$ cat config.mk
export PLATFORM = sky130hd
export DESIGN_NAME = battle_damage_engine
export DESIGN_NICKNAME = d
export VERILOG_FILES = /design/src/rtl/battle_damage_engine.sv
export SDC_FILE = /design/constraint.sdc
export NUM_CORES = 1
export LEC_CHECK = 0
export ABC_AREA = 1
export ABC_CLOCK_PERIOD_IN_PS = 4450
export CAP_MARGIN = 5
export CORE_ASPECT_RATIO = 0.75
export CORE_MARGIN = 5
export CORE_UTILIZATION = 30
export DETAILED_ROUTE_END_ITERATION = 7
export GPL_TIMING_DRIVEN = 0
export SYNTH_ARGS = -nofsm -noshare
export SYNTH_HDL_FRONTEND = slang
export SYNTH_SLANG_ARGS = --single-unit
$ cat constraint.sdc
create_clock -name clk -period 4.45 [get_ports clk]
set_clock_uncertainty 0.1 [all_clocks]
set_input_delay 0.6675 -clock clk [delete_from_list [all_inputs] [get_ports clk]]
set_output_delay 0.6675 -clock clk [all_outputs]
set_load 0.02 [all_outputs]
$ cat src/rtl/battle_damage_engine.sv
// battle_damage_engine: one attack turn, made up of a serial shift-add multiply,
// effectiveness scaling and a saturating HP update for both combatants.
`timescale 1ns/1ps
module battle_damage_engine #(
    parameter int PWR_W = 4,
    parameter int HP_W  = 8
) (
    input  logic             clk,
    input  logic             reset_n,
    input  logic             init,
    input  logic [HP_W-1:0]  p_hp_init,
    input  logic [HP_W-1:0]  ai_hp_init,
    input  logic [PWR_W-1:0] p_atk_init,
    input  logic [PWR_W-1:0] ai_atk_init,
    input  logic             req_valid,
    output logic             req_ready,
    input  logic             req_attacker,
    input  logic [PWR_W-1:0] req_power,
    input  logic [1:0]       req_mult,
    output logic             done,
    output logic [HP_W-1:0]  dmg_out,
    output logic [HP_W-1:0]  p_hp,
    output logic [HP_W-1:0]  ai_hp,
    output logic             p_fainted,
    output logic             ai_fainted,
    output logic             busy
);
    localparam int PROD_W = 2 * PWR_W;
    localparam int CNT_W  = $clog2(PWR_W) + 1;
    localparam logic [CNT_W-1:0] LAST_BIT = CNT_W'(PWR_W - 1);

    typedef enum logic [2:0] {
        S_IDLE,
        S_MUL,
        S_SCALE,
        S_APPLY,
        S_DONE
    } state_t;

    state_t             state;
    logic [PWR_W-1:0]   p_atk;
    logic [PWR_W-1:0]   ai_atk;
    logic [PROD_W-1:0]  prod;
    logic [PROD_W-1:0]  mcand;
    logic [PWR_W-1:0]   mplier;
    logic [CNT_W-1:0]   bit_cnt;
    logic               attacker;
    logic [1:0]         mult;
    logic [HP_W-1:0]    dmg;

    logic [HP_W-1:0]    prod_ext;
    logic [HP_W:0]      dbl;
    logic [HP_W-1:0]    scaled;
    logic [HP_W-1:0]    tgt_hp;
    logic [HP_W-1:0]    new_hp;
    logic               accept;

    assign p_fainted  = (p_hp == '0);
    assign ai_fainted = (ai_hp == '0);
    assign busy       = (state != S_IDLE);
    assign req_ready  = (state == S_IDLE) & ~init & ~p_fainted & ~ai_fainted;
    assign accept     = req_valid & req_ready;

    // Doubling is done one bit wider so an overflow can saturate.
    always_comb begin
        prod_ext = HP_W'(prod);
        dbl      = {prod_ext, 1'b0};
        scaled   = '0;
        unique case (mult)
            2'd0: scaled = '0;
            2'd1: scaled = prod_ext >> 1;
            2'd2: scaled = prod_ext;
            2'd3: scaled = dbl[HP_W] ? '1 : dbl[HP_W-1:0];
        endcase
    end

    always_comb begin
        tgt_hp = attacker ? p_hp : ai_hp;
        new_hp = (tgt_hp > dmg) ? tgt_hp - dmg : '0;
    end

    always_ff @(posedge clk or negedge reset_n) begin
        if (!reset_n) begin
            state    <= S_IDLE;
            p_hp     <= '0;
            ai_hp    <= '0;
            p_atk    <= '0;
            ai_atk   <= '0;
            dmg_out  <= '0;
            prod     <= '0;
            mcand    <= '0;
            mplier   <= '0;
            bit_cnt  <= '0;
            attacker <= 1'b0;
            mult     <= 2'd0;
            dmg      <= '0;
            done     <= 1'b0;
        end else if (init) begin
            p_hp    <= p_hp_init;
            ai_hp   <= ai_hp_init;
            p_atk   <= p_atk_init;
            ai_atk  <= ai_atk_init;
            dmg_out <= '0;
            done    <= 1'b0;
            state   <= S_IDLE;
        end else begin
            done <= 1'b0;
            unique case (state)
                S_IDLE: begin
                    if (accept) begin
                        attacker <= req_attacker;
                        mult     <= req_mult;
                        mplier   <= req_power;
                        mcand    <= PROD_W'(req_attacker ? ai_atk : p_atk);
                        prod     <= '0;
                        bit_cnt  <= '0;
                        state    <= S_MUL;
                    end
                end
                // Multiplicand shifts left as the multiplier shifts right.
                S_MUL: begin
                    if (mplier[0]) begin
                        prod <= prod + mcand;
                    end
                    mcand   <= mcand << 1;
                    mplier  <= mplier >> 1;
                    bit_cnt <= bit_cnt + 1'b1;
                    if (bit_cnt == LAST_BIT) begin
                        state <= S_SCALE;
                    end
                end
                S_SCALE: begin
                    dmg   <= scaled;
                    state <= S_APPLY;
                end
                S_APPLY: begin
                    if (attacker) begin
                        p_hp <= new_hp;
                    end else begin
                        ai_hp <= new_hp;
                    end
                    dmg_out <= dmg;
                    done    <= 1'b1;
                    state   <= S_DONE;
                end
                S_DONE: begin
                    state <= S_IDLE;
                end
                default: begin
                    state <= S_IDLE;
                end
            endcase
        end
    end

endmodule

==> flow_metrics.tcl, run 1 <==
set metrics [dict create \
    synth_flop_cell "dfrtp_1" \
    vias_per_cell 4.61 \
    grt_max_degree 71 \
    io-pin-count 64 \
    fin_tns_setup_ns 0 \
    crit_required_ns 3.68 \
    seq_area_frac_synth_pct 42.6 \
    fmax_mhz 357 \
    drv_cap 0 \
    h-tree-depth 3 \
    syn_nets 613 \
    post-route-period-util_pct 63.0 \
    routed_wl_um 10700 \
    initial_core_util_pct 30.3 \
    fin_nets 687 \
    relSlewSlack_pct 59.9 \
    gp_congestion 0.849 \
    drt-initial-drc-count 305 \
    critPathMaxFanout 4 \
    core_area_mm2 0.0136 \
    ctsHoldBuffers 0 \
    clock_sinks 70 \
    cts_tree "built" \
    min_period_ns 2.80 \
    criticalPathCategory "reg2out" \
    arrival_ns 2.04 \
    synthToLayoutAreaGrowth_pct 28.6 \
    antenna_cells 0 \
    worstSkewPairLatency_ns 0.34 \
    hold_violations 0 \
    fp-row-count 37 \
    rsz0062_at_grt "false" \
    leakagePower_nw 2.58 \
    endpoint_kind "output pin" \
    final_design_area_no_fill_mm2 0.00529 \
    synth_async_sr_flop_share_pct 100 \
    ys_ff_latch 70 \
    max-vdd-ir-drop_mv 0.343 \
    synth_area_mm2 0.00411 \
    numPortBuffers 62 \
    path_clk_slew_ns 0.06 \
    wl_per_cell_um 13.2 \
    synth_edf_count 0 \
    overflow 0 \
    synth.most_common_cell "nand2_1" \
    grt_first_pass_wirelength_um 18200 \
    hold_class "in2async" \
    powerDensity_mw_per_mm2 712 \
    yosysTopAreaCell "dfrtp_1" \
    worst_pin_slew_ns 0.599 \
    post-route-util_pct 39.0 \
    yosys_warnings 0 \
    dieArea_mm2 0.0162 \
    die_w_um 145 \
    setup_viol 0 \
    root_buffer "clkbuf_16" \
    synth_cell_types 35 \
    via_count 3744 \
    status "complete, no violations" \
    first_pass_iters 5 \
    die_h_um 111 \
    numCtsBuffers 9 \
    synth.top_cell.area_share_pct 42.6 \
    cts_resized 0 \
    grtUsageTotal_pct 13.8 \
    clockBufferDepth 2 \
    grt_pass1_vias 3708 \
    worstSetupStartpointType "register" \
    synth_cells 558 \
    ys_top_cells_by_count "nand2_1, dfrtp_1, inv_1, o21ai_0, nand3_1" \
    dp_hpwl_um 8410 \
    drive_gt1_share_pct 6.91 \
    antenna_found_initial 0 \
    post-cts-setup-buffers 0 \
    drc 0 \
    ant_nets 0 \
    syn_avg_cell_area_um2 7.37 \
    placed_cell_area_mm2 0.00498 \
    synth_area_leaders "dfrtp_1, nand2_1, inv_1" \
    maxSlewViolCount 0 \
]
## path summary, 6_finish.rpt
kind | startpoint | endpoint | slack (ns) | depth (start not counted)
hold reg to reg | p_atk[0] | p_atk[0] | 0.37 | 2
min in group clk | p_atk[0] | p_atk[0] | 0.37 | 2
setup / recovery | ai_hp[2] | req_ready | 1.65 | 5
max in group asynchronous | reset_n | done | 3.71 | 2
setup reg to reg | attacker | p_hp[7] | 1.82 | 13
hold / removal | reset_n | dmg_out[6] | 0.22 | 2
## logic make-up (layout without fill, tap and decap cells)
| kind of cell | count (synthesis) | in the layout | share of synthesized area (%) |
|---|---|---|---|
| buffers and inverters | 89 | 168 | 8.89 |
| AO/OA/AOI/OAI | 79 | 79 | 10.6 |
| flip-flops | 70 | 70 | 42.6 |
| XOR/XNOR | 6 | 6 | 1.28 |
| adder cells (fa/ha/maj) | 20 | 20 | 6.45 |
| AND/OR/NAND/NOR | 294 | 294 | 30.2 |
## metrics by stage
step	std cells	hold WS [ns]	setup slack (ns)	total power, mW
global placement	795	0.353	0.172	2.96
CTS	812	0.248	1.63	3.77
global route	812	0.256	1.56	4.10
floorplan	558	0.272	2.16	2.37
detailed placement	796	0.354	1.74	3.01
finish	812	0.220	1.65	3.76
## state kept, by name (all words and copies together) (netlist names)
name / cells
ai_hp: 8
dmg: 8
dmg_out: 8
mcand: 8
p_hp: 8
prod: 8
ai_atk: 4
mplier: 4
p_atk: 4
bit_cnt: 3
state: 3
mult: 2
attacker: 1
done: 1
## layer usage
| layer | global-route usage, % | wire length, um |
|---|---|---|
| met1 | 20.1 | 5450 |
| met2 | 19.9 | 4330 |
| met5 | 0 | 0 |
| met3 | 3.54 | 726 |
| met4 | 4.29 | 184 |
## worst max-delay path: stages, from the launching register on
cell and delay (ns):
dfrtp_1 0.42, nor2_1 0.07, nand4_1 0.23, inv_1 0.10
nor3_1 0.22, clkdlybuf4s50_1 0.66
## layout by cell type (no fill, tap or decap), types with 2 or more instances in the layout
cell,n
nor3_1,3
xor2_1,3
inv_1,67
clkbuf_1,6
buf_4,2
o21ai_0,47
clkinv_1,5
o22ai_1,6
nand3_1,39
clkdlybuf4s50_1,61
nor2_4,2
o211ai_1,4
dfrtp_1,70
clkbuf_8,2
nand2_2,2
nand4_1,4
a21oi_1,10
clkinvlp_4,2
buf_2,4
clkbuf_16,9
xnor2_1,3
fa_1,2
nor2_1,36
nand2_1,195
nand3b_1,4
o21ai_1,7
ha_1,18
buf_6,3
nor2_2,5
inv_2,4
## report_power, final
group	internal, mW	switching, mW
registers	0.852	0.203
logic	0.749	1.21
clock network	0.467	0.277
total	2.07	1.69
## area by class of cell
class / instances / area (um2)
fillers: 1399 / 8280
multi-input cells: 399 / 1990
flip-flops and latches: 70 / 1750
repair buffers: 63 / 646
inverters: 76 / 285
clock buffers: 12 / 256
well taps: 175 / 219
plain buffers: 13 / 80.1
clock inverters: 4 / 53.8
Power figures use the tool's default switching activity.
==> inputs of run 2 (changes only) <==
--- a/config.mk
+++ b/config.mk
@@ -6,7 +6,7 @@
 export NUM_CORES = 1
 export LEC_CHECK = 0
 export ABC_AREA = 1
-export ABC_CLOCK_PERIOD_IN_PS = 4450
+export ABC_CLOCK_PERIOD_IN_PS = 2400
 export CAP_MARGIN = 5
 export CORE_ASPECT_RATIO = 0.75
 export CORE_MARGIN = 5
==> constraint.sdc (replaced) <==
create_clock -name clk -period 2.4 [get_ports clk]
set_clock_uncertainty 0.1 [all_clocks]
set_input_delay 0.36 -clock clk [delete_from_list [all_inputs] [get_ports clk]]
set_output_delay 0.36 -clock clk [all_outputs]
set_load 0.02 [all_outputs]
==> run 2 against run 1 <==
Effect of this change:
- final cell count up 0.25%
- wire length is 0.19% higher
- first-iteration DRC count rose by 27%
- sequential share of layout area shrank 0.25 points
- flip-flop and latch count did not move
- critical endpoint is now p_hp[7]
- largest cell class unchanged
- highest routed layer unchanged
==> flow_metrics.tcl, run 2 (synthesis gave the netlist of run 1 again) <==
set metrics [dict create \
    post-route-period-util_pct 93.9 \
    grtUsageTotal_pct 13.8 \
    finalPower_mw 7.06 \
    fin_tns_setup_ns 0 \
    crit_required_ns 2.53 \
    numCtsBuffers 9 \
    clock_sinks 70 \
    setup_ws_ns 0.146 \
    maxSlewViolCount 0 \
    drive_gt1_share_pct 7.67 \
    drt-initial-drc-count 387 \
    endpoint_kind "register" \
    die_h_um 111 \
    fmax_mhz 444 \
    numPortBuffers 62 \
    ant_nets 0 \
    mostFrequentLayoutCells "nand2_1, dfrtp_1, inv_1" \
    min_period_ns 2.25 \
    dp_hpwl_um 8410 \
    antenna_found_initial 0 \
    first_pass_iters 5 \
    r2r-start "attacker" \
    powerDensity_mw_per_mm2 1320 \
    hold_class "in2reg" \
    status "complete, no violations" \
    crit_start "attacker" \
    wl_per_cell_um 13.2 \
    gp_congestion 0.849 \
    mostFrequentLayoutCell "nand2_1" \
    drc 0 \
    antenna_cells 0 \
    pwr-share-comb_pct 52.8 \
    core_area_mm2 0.0136 \
    leakagePower_nw 2.64 \
    vias_per_cell 4.64 \
    worstSetupStartpointType "register" \
    grt_max_degree 71 \
    hold_violations 0 \
    overflow 0 \
    hp-start "init" \
    io-pin-count 64 \
    p_clk_share_pct 19.5 \
    fill_cells 1401 \
    initial_core_util_pct 30.3 \
    fin_nets 689 \
    criticalPathCategory "reg2reg" \
    die_w_um 145 \
    p_seq_share_pct 27.6 \
    hold-worst-slack_ns 0.198 \
    h-tree-depth 3 \
    rsz0062_at_grt "false" \
    pre_cts_slack_ns -0.226 \
    critPathMaxFanout 6 \
    grt_first_pass_wirelength_um 18300 \
    switchingPower_mw 3.17 \
    dieArea_mm2 0.0162 \
    grt_pass1_vias 3708 \
    path_clk_slew_ns 0.06 \
    cts_tree "built" \
    fp-row-count 37 \
    routed_wl_um 10700 \
    max-vdd-ir-drop_mv 0.642 \
    p_sw_share_pct 44.9 \
    root_buffer "clkbuf_16" \
    worstSkewPairLatency_ns 0.34 \
    setup_viol 0 \
    drv_cap 0 \
    synthToLayoutAreaGrowth_pct 29.6 \
    arrival_ns 2.38 \
    relSlewSlack_pct 60.1 \
    via_count 3773 \
    worst_pin_slew_ns 0.596 \
    clockBufferDepth 2 \
    internal_power_mw 3.89 \
]
-- run 2: final timing paths --
| path | end | depth (start not counted) | slack, ns |
|---|---|---|---|
| setup / recovery | p_hp[7] | 9 | 0.15 |
| hold / removal | done | 2 | 0.20 |
| setup reg to reg | p_hp[7] | 9 | 0.15 |
| hold reg to reg | p_atk[0] | 2 | 0.37 |
| max in group asynchronous | done | 3 | 1.42 |
| min in group asynchronous | dmg_out[6] | 3 | 0.46 |
-- run 2: power by group through the flow --
stage / combinational [mW] / clock (mW) / sequential [mW]
after floorplan: 2.37 / 0 / 2.03
after global placement: 3.54 / 0 / 1.96
after detailed placement: 3.61 / 0 / 1.97
after CTS: 3.65 / 1.41 / 1.96
after global routing: 4.20 / 1.46 / 2.01
final: 3.73 / 1.38 / 1.95
-- run 2: stage by stage --
step | cells | utilization, % | cell area [um2]
4_1_cts | 813 | 39.1 | 5310
2_1_floorplan | 558 | - | 4110
3_5_place_dp | 796 | 36.7 | 4980
3_3_place_gp | 795 | 36.5 | 4950
5_1_grt | 814 | 39.3 | 5330
6_report | 814 | 39.3 | 5330
-- run 2: routing by layer --
| metal | wire (um) | GRT usage (%) | part of all wire (%) |
|---|---|---|---|
| met1 | 5570 | 20.2 | 52 |
| met2 | 4330 | 19.9 | 40 |
| met3 | 598 | 3.54 | 5.6 |
| met4 | 209 | 4.29 | 2.0 |
| met5 | 0 | 0 | 0 |
-- run 2: area by class of cell --
cell class              count  area (um2)  share of cell area (%)
inverters                  76         285                    5.35
plain buffers              13        96.3                    1.81
clock buffers              12         256                    4.81
multi-input cells         399        2000                    37.5
flip-flops and latches     70        1750                    32.9
well taps                 175         219                    4.11
repair buffers             65         667                    12.5
clock inverters             4        53.8                    1.01
-- run 2: repair_timing --
action,CTS,global route
hold buffers,1,0
pin swaps,0,2
resized for setup,6,6
buffers inserted,0,1
hold endpoints to repair,70,0
setup endpoints to repair,17,16
-- run 2: critical path: stages, from the launching register on --
cell and delay [ns]:
dfrtp_2 0.41, buf_4 0.16, o21ai_0 0.31, ha_1 0.36, a21oi_1 0.25, nor2_1 0.07, nor2_1 0.16, nand3b_1 0.13
nand4_1 0.14, nand2_1 0.06
==> inputs of run 3 (changes only) <==
--- a/config.mk
+++ b/config.mk
@@ -6,13 +6,14 @@
 export NUM_CORES = 1
 export LEC_CHECK = 0
 export ABC_AREA = 1
-export ABC_CLOCK_PERIOD_IN_PS = 2400
+export ABC_CLOCK_PERIOD_IN_PS = 2500
 export CAP_MARGIN = 5
 export CORE_ASPECT_RATIO = 0.75
 export CORE_MARGIN = 5
 export CORE_UTILIZATION = 30
 export DETAILED_ROUTE_END_ITERATION = 7
 export GPL_TIMING_DRIVEN = 0
+export SLEW_MARGIN = 20
 export SYNTH_ARGS = -nofsm -noshare
 export SYNTH_HDL_FRONTEND = slang
 export SYNTH_SLANG_ARGS = --single-unit
==> constraint.sdc (replaced) <==
create_clock -name clk -period 2.5 [get_ports clk]
set_clock_uncertainty 0.1 [all_clocks]
set_input_delay 0.375 -clock clk [delete_from_list [all_inputs] [get_ports clk]]
set_output_delay 0.375 -clock clk [all_outputs]
set_load 0.02 [all_outputs]
==> run 3 against run 2 <==
Effect of this change:
- clock power decreased by 5%
- worst hold slack improved by 0.0051 ns
- final cell count increased by 0.12%
- non-clock buffer count increased by 1
- sequential share of layout area about the same
- critical path depth is 4 higher
- critical endpoint is now p_hp[2]
- largest cell class unchanged
- combinational power shrank 3%
- critical path type unchanged
- flip-flop and latch count unchanged
- design area is essentially flat
- die area is the same
- sequential power shrank 4%
==> flow_metrics.tcl, run 3 (synthesis gave the netlist of run 1 again) <==
set metrics [dict create \
    io-pin-count 64 \
    worst_path_most_repeated_cell "nand2_1" \
    pre_cts_slack_ns -0.114 \
    grt_pass1_vias 3686 \
    min_period_ns 2.34 \
    dieArea_mm2 0.0162 \
    fin_nets 690 \
    powerDensity_mw_per_mm2 1280 \
    initial_core_util_pct 30.3 \
    grtUsageTotal_pct 13.6 \
    ant_nets 0 \
    worst_pin_slew_ns 0.668 \
    dp_hpwl_um 8470 \
    drive_gt1_share_pct 7.97 \
    overflow 0 \
    die_w_um 145 \
    path_clk_slew_ns 0.06 \
    hold_violations 0 \
    fin_tns_setup_ns 0 \
    wl_per_cell_um 13.4 \
    mostFrequentLayoutCell "nand2_1" \
    vias_per_cell 4.65 \
    clock_sinks 70 \
    fp-row-count 37 \
    max_stage_delay_ns 0.45 \
    slowest_stage "dfrtp_2" \
    worstSetupStartpointType "register" \
    synthToLayoutAreaGrowth_pct 29.6 \
    relSlewSlack_pct 55.3 \
    finalPower_mw 6.80 \
    drt-initial-drc-count 268 \
    crit_required_ns 2.62 \
    gp_congestion 0.849 \
    critPathMaxFanout 10 \
    grt_max_degree 56 \
    hold-worst-slack_ns 0.203 \
    final_cells 815 \
    routed_wl_um 10900 \
    drc 0 \
    leakagePower_nw 2.61 \
    clockBufferDepth 2 \
    h-tree-depth 3 \
    post-route-period-util_pct 93.4 \
    dp_cells 796 \
    numCtsBuffers 9 \
    reg2reg_slack_ns 0.16 \
    via_count 3786 \
    die_h_um 111 \
    max-vdd-ir-drop_mv 0.612 \
    root_buffer "clkbuf_16" \
    numPortBuffers 62 \
    worstSkewPairLatency_ns 0.34 \
    maxSlewViolCount 0 \
    drv_cap 0 \
    antenna_found_initial 0 \
    endpoint_kind "register" \
    crit_chain "buf_4 -> nand2_1 -> o21ai_0 -> ha_1 -> nand2_1 -> nand2_1 -> inv_2 -> nor2_1 -> nor2_1 -> a21oi_4 -> buf_2 -> nand3_1 -> nand3_1" \
    status "complete, no violations" \
    crit_buf_inv 3 \
    crit_family "simple AND/OR/NAND/NOR gates" \
    criticalPathCategory "reg2reg" \
    core_area_mm2 0.0136 \
    hold_class "in2reg" \
    rsz0062_at_grt "true" \
    grt_first_pass_wirelength_um 18100 \
    cts_tree "built" \
    setup_viol 0 \
    first_pass_iters 6 \
    arrival_ns 2.46 \
    fmax_mhz 428 \
    antenna_cells 0 \
    setup_ws_ns 0.164 \
    mostFrequentLayoutCells "nand2_1, dfrtp_1, inv_1" \
]
==> run 3: worst register-to-register path: stages (launching register included) <==
cell     delay [ns]
dfrtp_2        0.45
buf_4          0.18
nand2_1        0.07
o21ai_0        0.14
ha_1           0.38
nand2_1        0.09
nand2_1        0.06
inv_2          0.07
nor2_1         0.04
nor2_1         0.22
a21oi_4        0.11
buf_2          0.16
nand3_1        0.08
nand3_1        0.07
==> run 3: final cells by class <==
type	instances	area, um2
fill	1412	8240
multi-input combinational	399	2010
sequential	70	1750
timing repair buffer	66	667
inverter	76	285
clock buffer	10	239
tap	175	219
buffer	13	90.1
clock inverter	6	68.8
==> run 3: per-stage QoR <==
step / utilization [%] / cell area (um2)
4_1_cts: 39.0 / 5300
2_1_floorplan: - / 4110
3_3_place_gp: 36.5 / 4950
3_5_place_dp: 36.7 / 4980
6_report: 39.3 / 5330
5_1_grt: 39.3 / 5330
==> run 3: metal layers <==
layer	GRT usage [%]	up-vias	wire length (um)
met5	0	-	0
met4	3.17	0	119
met3	3.38	15	598
met2	20.0	117	4510
met1	20.1	1730	5680
li1	-	1924	-
==> run 3: repair_timing <==
| item | in CTS | in global routing |
|---|---|---|
| buffers inserted | 0 | 1 |
| setup endpoints to repair | 15 | 15 |
| hold buffers | 1 | 0 |
| pin swaps | 0 | 2 |
| gates resized for setup | 3 | 8 |
| endpoints found under the hold margin | 15 | 0 |
| gates cloned | 0 | 1 |
==> run 3: path summary, 6_finish.rpt <==
kind	to	depth (start not counted)	startpoint
setup / recovery	p_hp[2]	13	attacker
hold / removal	done	2	init
setup reg to reg	p_hp[2]	13	attacker
hold reg to reg	p_atk[0]	2	p_atk[0]
max in group asynchronous	attacker	3	reset_n
min in group asynchronous	dmg_out[6]	2	reset_n
==> run 3: report_power, final <==
group / switching, mW / total, mW / internal, mW
registers: 0.363 / 1.88 / 1.52
logic: 2.23 / 3.62 / 1.39
clock network: 0.502 / 1.31 / 0.804
total: 3.09 / 6.80 / 3.71
